==> src/rtl/mfa_pkg.sv <==
// mfa_pkg: shared symbol encodings and search controller state type
package mfa_pkg;
  localparam int SYM_W = 2;
  localparam logic [SYM_W-1:0] SYM_A = 2'b00;
  localparam logic [SYM_W-1:0] SYM_C = 2'b01;
  localparam logic [SYM_W-1:0] SYM_G = 2'b10;
  localparam logic [SYM_W-1:0] SYM_T = 2'b11;
  typedef enum logic [2:0] {IDLE, RUN, FETCH, UPDATE, FLUSH, DONE} state_t;
endpackage

==> src/rtl/sym_fifo.sv <==
// sym_fifo: power-of-two symbol buffer with push/pop/clear and full/empty flags
module sym_fifo import mfa_pkg::*; #(
  parameter int DEPTH = 4
) (
  input  logic             clk,
  input  logic             rst,
  input  logic             clear,
  input  logic             push,
  input  logic             pop,
  input  logic [SYM_W-1:0] din,
  output logic [SYM_W-1:0] head,
  output logic             full,
  output logic             empty,
  output logic             single
);
  localparam int AW = $clog2(DEPTH);
  logic [SYM_W-1:0] mem_q [DEPTH];
  logic [SYM_W-1:0] mem_d [DEPTH];
  logic [AW:0] wr_q, wr_d, rd_q, rd_d;
  always_comb begin
    mem_d = mem_q;
    wr_d  = wr_q;
    rd_d  = rd_q;
    if (clear) begin
      wr_d = '0;
      rd_d = '0;
    end else begin
      if (push && !full) begin
        mem_d[wr_q[AW-1:0]] = din;
        wr_d = wr_q + 1'b1;
      end
      if (pop && !empty) rd_d = rd_q + 1'b1;
    end
  end
  always_ff @(posedge clk or posedge rst) begin
    if (rst) begin
      mem_q <= '{default: '0};
      wr_q  <= '0;
      rd_q  <= '0;
    end else begin
      mem_q <= mem_d;
      wr_q  <= wr_d;
      rd_q  <= rd_d;
    end
  end
  assign empty  = wr_q == rd_q;
  assign full   = (wr_q[AW] != rd_q[AW]) && (wr_q[AW-1:0] == rd_q[AW-1:0]);
  assign single = (wr_q - rd_q) == (AW+1)'(1);
  assign head   = mem_q[rd_q[AW-1:0]];
endmodule

==> src/rtl/search_ctrl.sv <==
// search_ctrl: buffers input symbols and steps a search datapath one symbol per fetch/update pair
module search_ctrl import mfa_pkg::*; #(
  parameter int FIFO_DEPTH = 4,
  parameter int CNT_LEN    = 16
) (
  input  logic               CLK,
  input  logic               RST,
  input  logic               BC_mode,
  input  logic [SYM_W-1:0]   sym_in,
  input  logic               sym_valid,
  output logic               sym_ready,
  output logic [SYM_W-1:0]   dp_symbol,
  output logic               dp_fetch,
  output logic               dp_update,
  input  logic               dp_empty,
  output logic [CNT_LEN-1:0] sym_count,
  output logic               done,
  output logic               matched
);
  state_t state_q, state_d;
  logic [CNT_LEN-1:0] cnt_q, cnt_d;
  logic matched_q, matched_d;
  logic [SYM_W-1:0] f_head;
  logic f_full, f_empty, f_single, push;
  assign sym_ready = BC_mode && !f_full && (state_q == RUN || state_q == FETCH || state_q == UPDATE);
  assign push      = sym_valid && sym_ready;
  sym_fifo #(.DEPTH(FIFO_DEPTH)) u_fifo (
    .clk    (CLK),
    .rst    (RST),
    .clear  (state_q == FLUSH),
    .push   (push),
    .pop    (state_q == UPDATE),
    .din    (sym_in),
    .head   (f_head),
    .full   (f_full),
    .empty  (f_empty),
    .single (f_single)
  );
  always_comb begin
    state_d   = state_q;
    cnt_d     = cnt_q;
    matched_d = matched_q;
    case (state_q)
      IDLE, DONE: if (BC_mode) begin
        state_d   = RUN;
        cnt_d     = '0;
        matched_d = 1'b0;
      end
      RUN: if (!f_empty) state_d = FETCH;
        else if (!BC_mode) begin
          state_d   = DONE;
          matched_d = 1'b1;
        end
      FETCH: state_d = UPDATE;
      UPDATE: begin
        cnt_d   = &cnt_q ? cnt_q : cnt_q + 1'b1;
        // a same-cycle push keeps the buffer non-empty even when popping the last entry
        state_d = dp_empty ? FLUSH : (!f_single || push) ? FETCH : RUN;
      end
      FLUSH: begin
        state_d   = DONE;
        matched_d = 1'b0;
      end
      default: state_d = IDLE;
    endcase
  end
  always_ff @(posedge CLK or posedge RST) begin
    if (RST) begin
      state_q   <= IDLE;
      cnt_q     <= '0;
      matched_q <= 1'b0;
    end else begin
      state_q   <= state_d;
      cnt_q     <= cnt_d;
      matched_q <= matched_d;
    end
  end
  assign dp_fetch  = state_q == FETCH;
  assign dp_update = state_q == UPDATE;
  assign dp_symbol = (dp_fetch || dp_update) ? f_head : SYM_A;
  assign sym_count = cnt_q;
  assign done      = state_q == DONE;
  assign matched   = matched_q;
endmodule

==> config.mk <==
export PLATFORM = sky130hd
export DESIGN_NAME = search_ctrl
export DESIGN_NICKNAME = d
export VERILOG_FILES = /design/src/rtl/mfa_pkg.sv /design/src/rtl/sym_fifo.sv /design/src/rtl/search_ctrl.sv
export SDC_FILE = /design/constraint.sdc
export NUM_CORES = 1
export LEC_CHECK = 0
export CAP_MARGIN = 20
export CORE_ASPECT_RATIO = 0.8
export CORE_MARGIN = 4
export CORE_UTILIZATION = 47
export CTS_CLUSTER_DIAMETER = 100
export CTS_CLUSTER_SIZE = 16
export DETAILED_ROUTE_END_ITERATION = 8
export PLACE_DENSITY = 0.7
export RECOVER_POWER = 50
export SLEW_MARGIN = 10
export SYNTH_ARGS = -nofsm -noshare
export SYNTH_HDL_FRONTEND = slang
export SYNTH_SLANG_ARGS = --single-unit
==> constraint.sdc <==
create_clock -name CLK -period 2.2 [get_ports CLK]
set_input_delay 0.44 -clock CLK [delete_from_list [all_inputs] [get_ports CLK]]
set_output_delay 0.44 -clock CLK [all_outputs]
set_load 0.02 [all_outputs]
==> results.md <==
- Area of the multi-input gates: 0.00119 sq mm
- Number of I/O port buffers: 29
- Top Family by Delay on Critical Path: multiplexers
- Leak Pwr: 1.19 nW
- RSZ-0062 raised after global routing: no
- Antenna Nets Post-Route: 0
- Pre-CTS setup slack: -152 ps
- CTS buffer count: 5
- Synth Cell Area: 0.00212 sq mm
- Via Count: 1,879
- Status: completed
- FF+latch count, synth: 34
- Share of layout cells above drive strength 1: 20.2%
- Initial antenna violation count: 0
- Worst Path Arrival: 1690 ps
- Finished Cell Area: 0.00272 sq mm
- Setup violations, final: 0
- Worst Tran Pin Value: 871 ps
- Overall Global Routing Usage: 18.3%
- DP Wirelength: 3610 microns
- First-pass GRT wire length: 8090 microns
- CTS sink cnt: 34
- Syn Inst Count: 213
- TritonCTS clock tree: yes
- Htree depth: 2
- Crit Path Class: reg -> out
- Initial Util: 49.6%
- DP Area: 0.00262 sq mm
- Asr flop ratio synth: 100%
- Routability cong.: 0.826
- Post-CTS Setup Bufs: 0
- Yosys cell types: 54
- MaxCap Viol Count: 0
- Core area: 0.00428 sq mm
- Number of synthesized flops with an enable pin: 0
- Hold-fix buffers, CTS: 0
- Placed insts: 316
- GR Overflow Total: 0
- Max_slew headroom: 41.9%
- Row cnt: 21
- Chip Height: 68.1 microns
- Worst setup margin: 70.1 ps
- Sequential cell area: 855 sq um
- Register area share after synthesis: 40.0%
- Period utilisation layout: 96.8%
- Worst-path cell chain: mux4_2, nor2b_1, dlygate4sd2_1
- PwrDens: 1190 mW/mm^2
- VDD IR max: 0.618 mV
- First DRT Iteration DRCs: 160
- Crit path required time: 1760 ps
- Final core occ: 63.6%
- CP Buf/Inv Count: 1
- DRC: 0
- Pin count of the biggest net entering global routing: 35
- IO Pins: 30
- FILL cells: 366
- Mean Syn Cell Area: 9.97 sq um
- Syn. warnings: 0
- Diodes inserted: 0
- Vias in the first global route: 1,667
- Post-Syn Nets: 229
- Drt via density: 5.80
- Worst Skew: 9.14 ps
- Fin nets: 282
- Die width: 83.2 microns
- Crit path launch type: flop
- Initial DRT Pass Iterations: 4
- Hold Crit Class: reg -> reg
- Final Slew Violations: 0
- FMAX: 0.470 GHz
- Routed length per instance: 15.3 microns
- WHS: 504 ps
- Worst-Skew Late Latency: 300 ps
- Crit path max-delay cell type: mux4_2
- Post-CTS sizing: 7
- Max incr delay on CP: 500 ps
- Final Hold Vio Count: 0
- Top_reg_cell synth: dfrtp_1
- Critical-path maximum fanout: 4
- Die area: 0.00567 sq mm
- Crit end category: primary output
- Post-Route WL: 4940 microns
- Clk buf depth: 2
- Fin cells: 324
- Root buffer cell: clkbuf_8
- Worst-path clk slew: 70 ps
- Final min period: 2130 ps
- Area growth syn-to-layout: 28.2%
-- stage by stage --
stage | power, mW | TNS (ps)
5_1_grt | 3.47 | 0
2_1_floorplan | 2.10 | 0
3_5_place_dp | 2.72 | -554
3_3_place_gp | 2.69 | -382
4_1_cts | 3.27 | 0
6_report | 3.25 | 0
-- cell type report --
cell class | count | share of cell area (%)
Inverter | 12 | 1.65
Tap cell | 57 | 2.62
Clock buffer | 8 | 4.04
Timing Repair Buffer | 52 | 16.6
Multi-Input combinational cell | 161 | 43.7
Sequential cell | 34 | 31.4
-- sequential cells by signal, summed over array words and instances (netlist names) --
name,cells
state_q,3
u_fifo.rd_q,3
u_fifo.mem_q,8
sym_count,16
u_fifo.wr_q,3
matched,1
-- power breakdown --
group,total (mW),switching (mW),internal (mW)
clock network,0.556,0.239,0.316
registers,0.999,0.194,0.805
logic,1.69,0.908,0.785
-- metal layers --
| metal | part of all wire, % | global-route usage, % | wire, microns |
|---|---|---|---|
| met5 | 0 | 0 | 0 |
| met4 | 2.0 | 8.98 | 97 |
| met1 | 51 | 26.7 | 2500 |
| met3 | 6.1 | 4.21 | 299 |
| met2 | 41 | 25.3 | 2040 |
-- final timing paths --
path                            depth (start not counted)  slack (ps)       startpoint         endpoint
worst max-delay path                                    3          70   u_fifo.rd_q[0]     dp_symbol[0]
worst min-delay path                                    1         500  u_fifo.mem_q[3]  u_fifo.mem_q[3]
worst max register to register                          8         280       state_q[1]     sym_count[5]
worst min register to register                          1         500  u_fifo.mem_q[3]  u_fifo.mem_q[3]
max in group asynchronous                               3         770              RST       state_q[1]
min in group asynchronous                               3         840              RST   u_fifo.wr_q[0]
-- cell usage in the layout, fill, tap and decap left out, types with 10 or more instances in the layout --
| cell type | count |
|---|---|
| inv_1 | 11 |
| nor2_1 | 10 |
| buf_4 | 21 |
| clkdlybuf4s50_1 | 18 |
| nand2_1 | 27 |
| dfrtp_1 | 31 |
| a21oi_1 | 13 |
-- cell families (layout without fill, tap and decap cells) --
| group | Yosys count | in the layout | synth area share (%) |
|---|---|---|---|
| AOI/OAI and AO/OA | 54 | 54 | 18.8 |
| xor gates and xnor gates | 4 | 4 | 1.65 |
| buffers and inverters | 18 | 72 | 3.95 |
| DFF | 34 | 34 | 40.0 |
| muxes | 15 | 15 | 8.72 |
| and+or+nand+nor | 79 | 79 | 21.1 |
| adders and majority gates | 9 | 9 | 5.65 |
-- synth_stat cells, types with 3 or more instances --
library cell  instances  area (sq um)
and3_1                3          18.8
a31oi_1               4          25.0
mux2_2                8          90.1
ha_1                  8           100
mux2i_1               5          50.1
a41oi_1               3          26.3
nand4_1               3          18.8
xnor2_1               4          35.0
nor2b_1               3          18.8
o22ai_1               3          18.8
o31ai_1               8          60.1
nor3_1                3          15.0
clkbuf_1              3          11.3
nand2b_1              5          31.3
nand2_1              27           101
nand3_1               8          40.0
nor2_1               10          37.5
or4_1                 4          30.0
a21oi_1              13          65.1
inv_1                11          41.3
dfrtp_1              34           851
No activity file was read; power rests on OpenSTA's default activity.
